File: src/rtl/register_bank.sv
// Register file storage: 32 x DATA_WIDTH registers with one write port and a
// per-register pending-write (busy) scoreboard; r0 is hardwired to zero.
module register_bank #(
    parameter int DATA_WIDTH = 32,
    parameter int NUM_REGS   = 32
) (
    input  logic                           clk_i,
    input  logic                           rst_n_i,
    input  logic                           wr_en_i,
    input  logic [4:0]                     wr_addr_i,
    input  logic [DATA_WIDTH-1:0]          wr_data_i,
    input  logic                           rsv_en_i,
    input  logic [4:0]                     rsv_addr_i,
    input  logic [4:0]                     src_a_addr_i,
    input  logic [4:0]                     src_b_addr_i,
    output logic [NUM_REGS*DATA_WIDTH-1:0] regs_o,
    output logic [NUM_REGS-1:0]            busy_o,
    output logic                           hazard_o
);

    assign regs_o[DATA_WIDTH-1:0] = '0;
    assign busy_o[0]              = 1'b0;

    for (genvar k = 1; k < NUM_REGS; k++) begin : g_reg
        logic [DATA_WIDTH-1:0] data_q;
        logic                  busy_q;
        logic                  wr_hit;
        logic                  rsv_hit;

        assign wr_hit  = wr_en_i  && (wr_addr_i  == 5'(k));
        assign rsv_hit = rsv_en_i && (rsv_addr_i == 5'(k));

        always_ff @(posedge clk_i) begin
            if (!rst_n_i) begin
                data_q <= '0;
                busy_q <= 1'b0;
            end else begin
                if (wr_hit) begin
                    data_q <= wr_data_i;
                end
                // A same-edge reserve marks a newer producer, so it beats the clear.
                if (rsv_hit) begin
                    busy_q <= 1'b1;
                end else if (wr_hit) begin
                    busy_q <= 1'b0;
                end
            end
        end

        assign regs_o[DATA_WIDTH*k +: DATA_WIDTH] = data_q;
        assign busy_o[k]                          = busy_q;
    end

    // busy_o[0] is constant 0, so a zero source address never flags a hazard.
    assign hazard_o = busy_o[src_a_addr_i] | busy_o[src_b_addr_i];

endmodule

File: config.mk
export PLATFORM = sky130hd
export DESIGN_NAME = register_bank
export DESIGN_NICKNAME = d
export VERILOG_FILES = /design/src/rtl/register_bank.sv
export SDC_FILE = /design/constraint.sdc
export NUM_CORES = 2
export LEC_CHECK = 0
export ABC_CLOCK_PERIOD_IN_PS = 3020
export CAP_MARGIN = 20
export CORE_AREA = 2 2 436 438
export DETAILED_ROUTE_END_ITERATION = 16
export DIE_AREA = 0 0 438 440
export SYNTH_ARGS = -nofsm -noshare
export SYNTH_HDL_FRONTEND = slang
export SYNTH_SLANG_ARGS = --single-unit
File: constraint.sdc
create_clock -name clk_i -period 3.02 [get_ports clk_i]
set_input_delay 0.604 -clock clk_i [delete_from_list [all_inputs] [get_ports clk_i]]
set_output_delay 0.604 -clock clk_i [all_outputs]
set_load 0.005 [all_outputs]
; ---- Yosys cells after proc, flatten, opt, wreduce, memory -nomap -nowiden
; Index checks and enable logic that the tools add are counted.
[totals]
output_inout_bits = 1057
regBits = 1023
[op_classes]
n_reduce_logical = 93
order_cmp = 2
n_bitwise = 1
eq_ne = 62
mux = 66
[ops]
columns = operator, n
row1 = "5-bit equality test, second input constant", 32
row2 = "5-bit by 4-bit equality test with 1-bit output, second input constant", 16
row3 = 1-bit 2-to-1 mux, 64
row4 = 1-bit logical AND, 62
row5 = 2-bit nonzero test, 31
row6 = "5-bit by 3-bit equality test with 1-bit output, second input constant", 8
row7 = "5-bit by 2-bit equality test with 1-bit output, second input constant", 4
row8 = "5-bit by 6-bit < comparator with 1-bit output, second input constant", 2
row9 = 1-bit binary-select mux with 5-bit select, 2
row10 = "5-bit by 1-bit equality test with 1-bit output, second input constant", 2
row11 = 1-bit OR, 1

; ---- Depth between registers and ports, before layout
[depth]
ltp_word = 4
depth_mapped = 8
mapped_depth_nobuf = 5

; ---- Least setup slack after synthesis
; OpenSTA, ideal clock, no wires.
[synth_path]
kind = input-to-output
start = input src_a_addr_i[0]
end = output hazard_o
arrival_ps = 1937
stages = 6
path_buffers = 1
path_slack_ps = 479
cell_sequence = buf_2 > mux4_2 > mux2_2 > a21oi_1 > a41o_1 > nand4_1
[synth_via]
elab_chain_len = 3
[synth_lines]
columns = item, line_no
row1 = start: declaration, 14  ; input logic [4:0] src_a_addr_i,
row2 = 1-bit binary-select mux with 5-bit select, 55  ; assign hazard_o = busy_o[src_a_addr_i] | busy_o[src_b_addr_i];
row3 = 1-bit 2-to-1 mux (implied by the code), 55
row4 = 1-bit OR, 55
row5 = end: declaration, 18  ; output logic hazard_o
; No other way between the ends. The select of a mux whose other input is x is not followed.

; ---- Worst setup path after layout
[layout_path]
start = input src_b_addr_i[1]
end = output hazard_o
[layout_via]
elab_chain_len = 3
[layout_lines]
columns = item, line_no
row1 = start: declaration, 15  ; input logic [4:0] src_b_addr_i,
row2 = 1-bit binary-select mux with 5-bit select, 55
row3 = 1-bit 2-to-1 mux (implied by the code), 55
row4 = 1-bit OR, 55
; No other way between the ends. The select of a mux whose other input is x is not followed.

==> flow_summary.ini <==
[floorplanning]
die_height_um = 440
initial_core_util_pct = 20.78
dieArea_sq_mm = 0.1927
die_w_um = 438
ios = 1113
core_area_sq_mm = 0.1886
std_cell_rows = 160

[status]
violations = setup timing
outcome = finished with violations

[worst_setup_path]
arrival_ns = 2.62
worst_ep_required_time_ns = 2.42
reg2reg_from = g_reg[12].data_q[31]
critPathBufInv = 4
worstSetupPathType = primary input to output port
reg2reg_slack_ns = 2.16
ff2ff_path_depth = 2
cp_top_family = buffers and inverters
r2r_end = g_reg[12].data_q[31]
cpMaxStageDelayCell = a2111oi_0
crit_path_end_kind = output port
slowest_delay_ns = 0.60
crit_chain = clkdlybuf4s50_1, buf_4, mux4_2, inv_2, a2111oi_0, a311oi_2, nand4_1, buf_2
crit_fanout = 6
crit_path_start_kind = primary input

[power]
powerDensity_mw_per_mm2 = 521.6
leakage_nw = 18.61
ir_drop_mv = 0.4560

[cts]
ctsHoldBuffers = 0
clkLatencyLatePin_ns = 0.75
clk_pin_slew_ns = 0.06
cts_tree = done
htreeDepth = 3
cts_root_buf = clkbuf_16
cts-root-to-sink-buffers = 3
clock-sinks = 1023
numCtsBuffers = 112

[routing]
drcViolationCount = 0
drt_iter0_drc = 2643
drt-total-wl_mm = 203.2
vias = 36500
post_drt_wl_per_cell_um = 24.70
viasPerCell = 4.436
drtPass1Iterations = 6
antenna_left = 0

[sta]
relSlewSlack_pct = 36.45
rsz0062_at_grt = true
hold_ws_ns = 0.1982
fin_ws_ns = -0.2022
max_freq_ghz = 0.3103
finalHoldViolations = 0
slew_violations = 0
period_minus_slack_ns = 3.222
fin_crit_sh_pct = 106.7
finalSetupViolCount = 1
skew_ns = 0
worst_pin_slew_ns = 0.9533

[placement]
dpl.hpwl_mm = 136.9
preCtsSetupSlack_ns = -0.9188
port_buffers = 1079
gp_congestion = 0.8466
dp_cells = 8013

[synthesis]
avgSynthCellArea_sq_um = 8.363
synthCells = 4686
synth_cell_types = 42
netlist_area_sq_mm = 0.03919
seq_area_frac_synth_pct = 52.26
ys_ff_latch = 1023
yosys_warnings = 0

[grt]
grt_overflow = 0
grt_usage_pct = 20.10
first_global_vias = 34620
antenna_found_initial = 22
grt_first_pass_wirelength_mm = 272.7
grt_max_degree = 88

[layout]
nets = 5672
instances_no_fill = 8227
mostFrequentLayoutCells = nand2_1 (1989), clkdlybuf4s50_1 (1042), dfxtp_1 (1016)
synthToLayoutAreaGrowth_pct = 46.75
final_common_cell = nand2_1
final_layout_size_suffix_gt1_share_pct = 8.699

[job]
max_cap_viol_count = 0

[worst_hold_path]
min_path_cells = 3
min_from = wr_data_i[29]
min_to = g_reg[10].data_q[29]
hp-class = primary input to flop
==> cells in the mapped netlist (all sizes together) <==
cell type	n	area share, %
a41o	1	0.026
mux4	14	0.80
a32oi	8	0.18
nand4	2	0.032
nor2	24	0.25
buf	172	2.7
nand2b	7	0.15
dfxtp	1023	52
a2111oi	1	0.022
nand3b	2	0.038
a311oi	1	0.022
mux2	3	0.086
nand2	2021	19
a31oi	1	0.016
nor3b	2	0.038
nor4	8	0.32
nor4b	1	0.022
a41oi	1	0.022
a221oi	1	0.022
o211ai	1	0.019
and3	2	0.032
or2	3	0.054
a22oi	23	0.44
and2	2	0.032
nor3	14	0.35
conb	1	0.0096
a21boi	992	19
a21oi	3	0.038
inv	2	0.019
mux2i	2	0.051
clkbuf	308	3.0
nor2b	40	0.64
==> kinds of logic (layout without fill, tap and decap cells) <==
logic type             Yosys count  count (layout)  share of synthesized area (%)
AND/OR/NAND/NOR               2128            2128                          21.33
multiplexers                    19              19                         0.9419
AO/OA/AOI/OAI                 1033            1033                          19.81
other                            1              47                       0.009569
flip-flops                    1023            1023                          52.26
buffers and inverters          482            1466                          5.642
==> routing by layer <==
| metal | wire [um] | part of all wire, % | vias up | global-route usage [%] |
|---|---|---|---|---|
| met2 | 97600 | 48 | 1574 | 34.14 |
| li1 | - | - | 16780 | - |
| met1 | 77960 | 38 | 17740 | 23.35 |
| met4 | 10650 | 5.2 | 6 | 9.972 |
| met3 | 16980 | 8.4 | 405 | 5.223 |
| met5 | 46 | 0.023 | - | 0 |
==> registers in the layout, summed over array words and instances, names as in the netlist <==
name	flops
g.data_q	992
g.busy_q	31
==> report_power, final <==
group / leakage (nW) / internal [W] / switching (W)
Clock: 1.90 / 0.00842 / 0.00611
Combinational: 8.46 / 0.000633 / 0.00118
Sequential: 8.25 / 0.0136 / 0.0000587
Total: 18.6 / 0.0226 / 0.00735
==> worst register-to-register path, stage by stage, from the launching register on <==
cell      delay [ns]
dfxtp_1         0.55
nand2_1         0.08
a21boi_0        0.16
==> through the flow <==
stage | cell area, sq um | util (%) | TNS (ns) | power [W]
after floorplan | 39310 | - | 0 | 0.01472
after global placement | 53560 | 28.40 | -1.076 | 0.01577
after detailed placement | 53560 | 28.40 | -0.9188 | 0.01578
after CTS | 57470 | 30.48 | -0.2552 | 0.03034
after global routing | 57490 | 30.48 | -0.2712 | 0.03093
final | 57510 | 30.50 | -0.2022 | 0.03000
==> cell type report <==
type / instances / area, sq um
Multi-Input combinational cell: 3213 / 16890
Antenna cell: 14 / 35.03
Timing Repair Buffer: 1264 / 13050
Tap cell: 2511 / 3142
Fill cell: 19810 / 131100
Inverter: 2 / 7.507
Sequential cell: 1023 / 20490
Clock inverter: 38 / 568.0
Clock buffer: 162 / 3322
==> how the worst max path moves through the flow <==
stage               slack [ns]  endpoint             start  cells past startpoint
floorplan                 0.48  hazard_o   src_a_addr_i[0]                      6
global placement         -1.08  hazard_o   src_b_addr_i[0]                     10
detailed placement       -0.92  hazard_o   src_b_addr_i[0]                     10
CTS                      -0.26  hazard_o  g_reg[26].busy_q                      5
global route             -0.27  hazard_o  g_reg[26].busy_q                      5
finish                   -0.20  hazard_o   src_b_addr_i[1]                      8
==> what timing repair did <==
item,CTS,global route
setup endpoints to repair,1,1
cloned,0,0
pin swaps,2,1
resized for setup,20,2
hold endpoints to repair,0,0
setup buffers,2,0
Power figures use the tool's default switching activity.
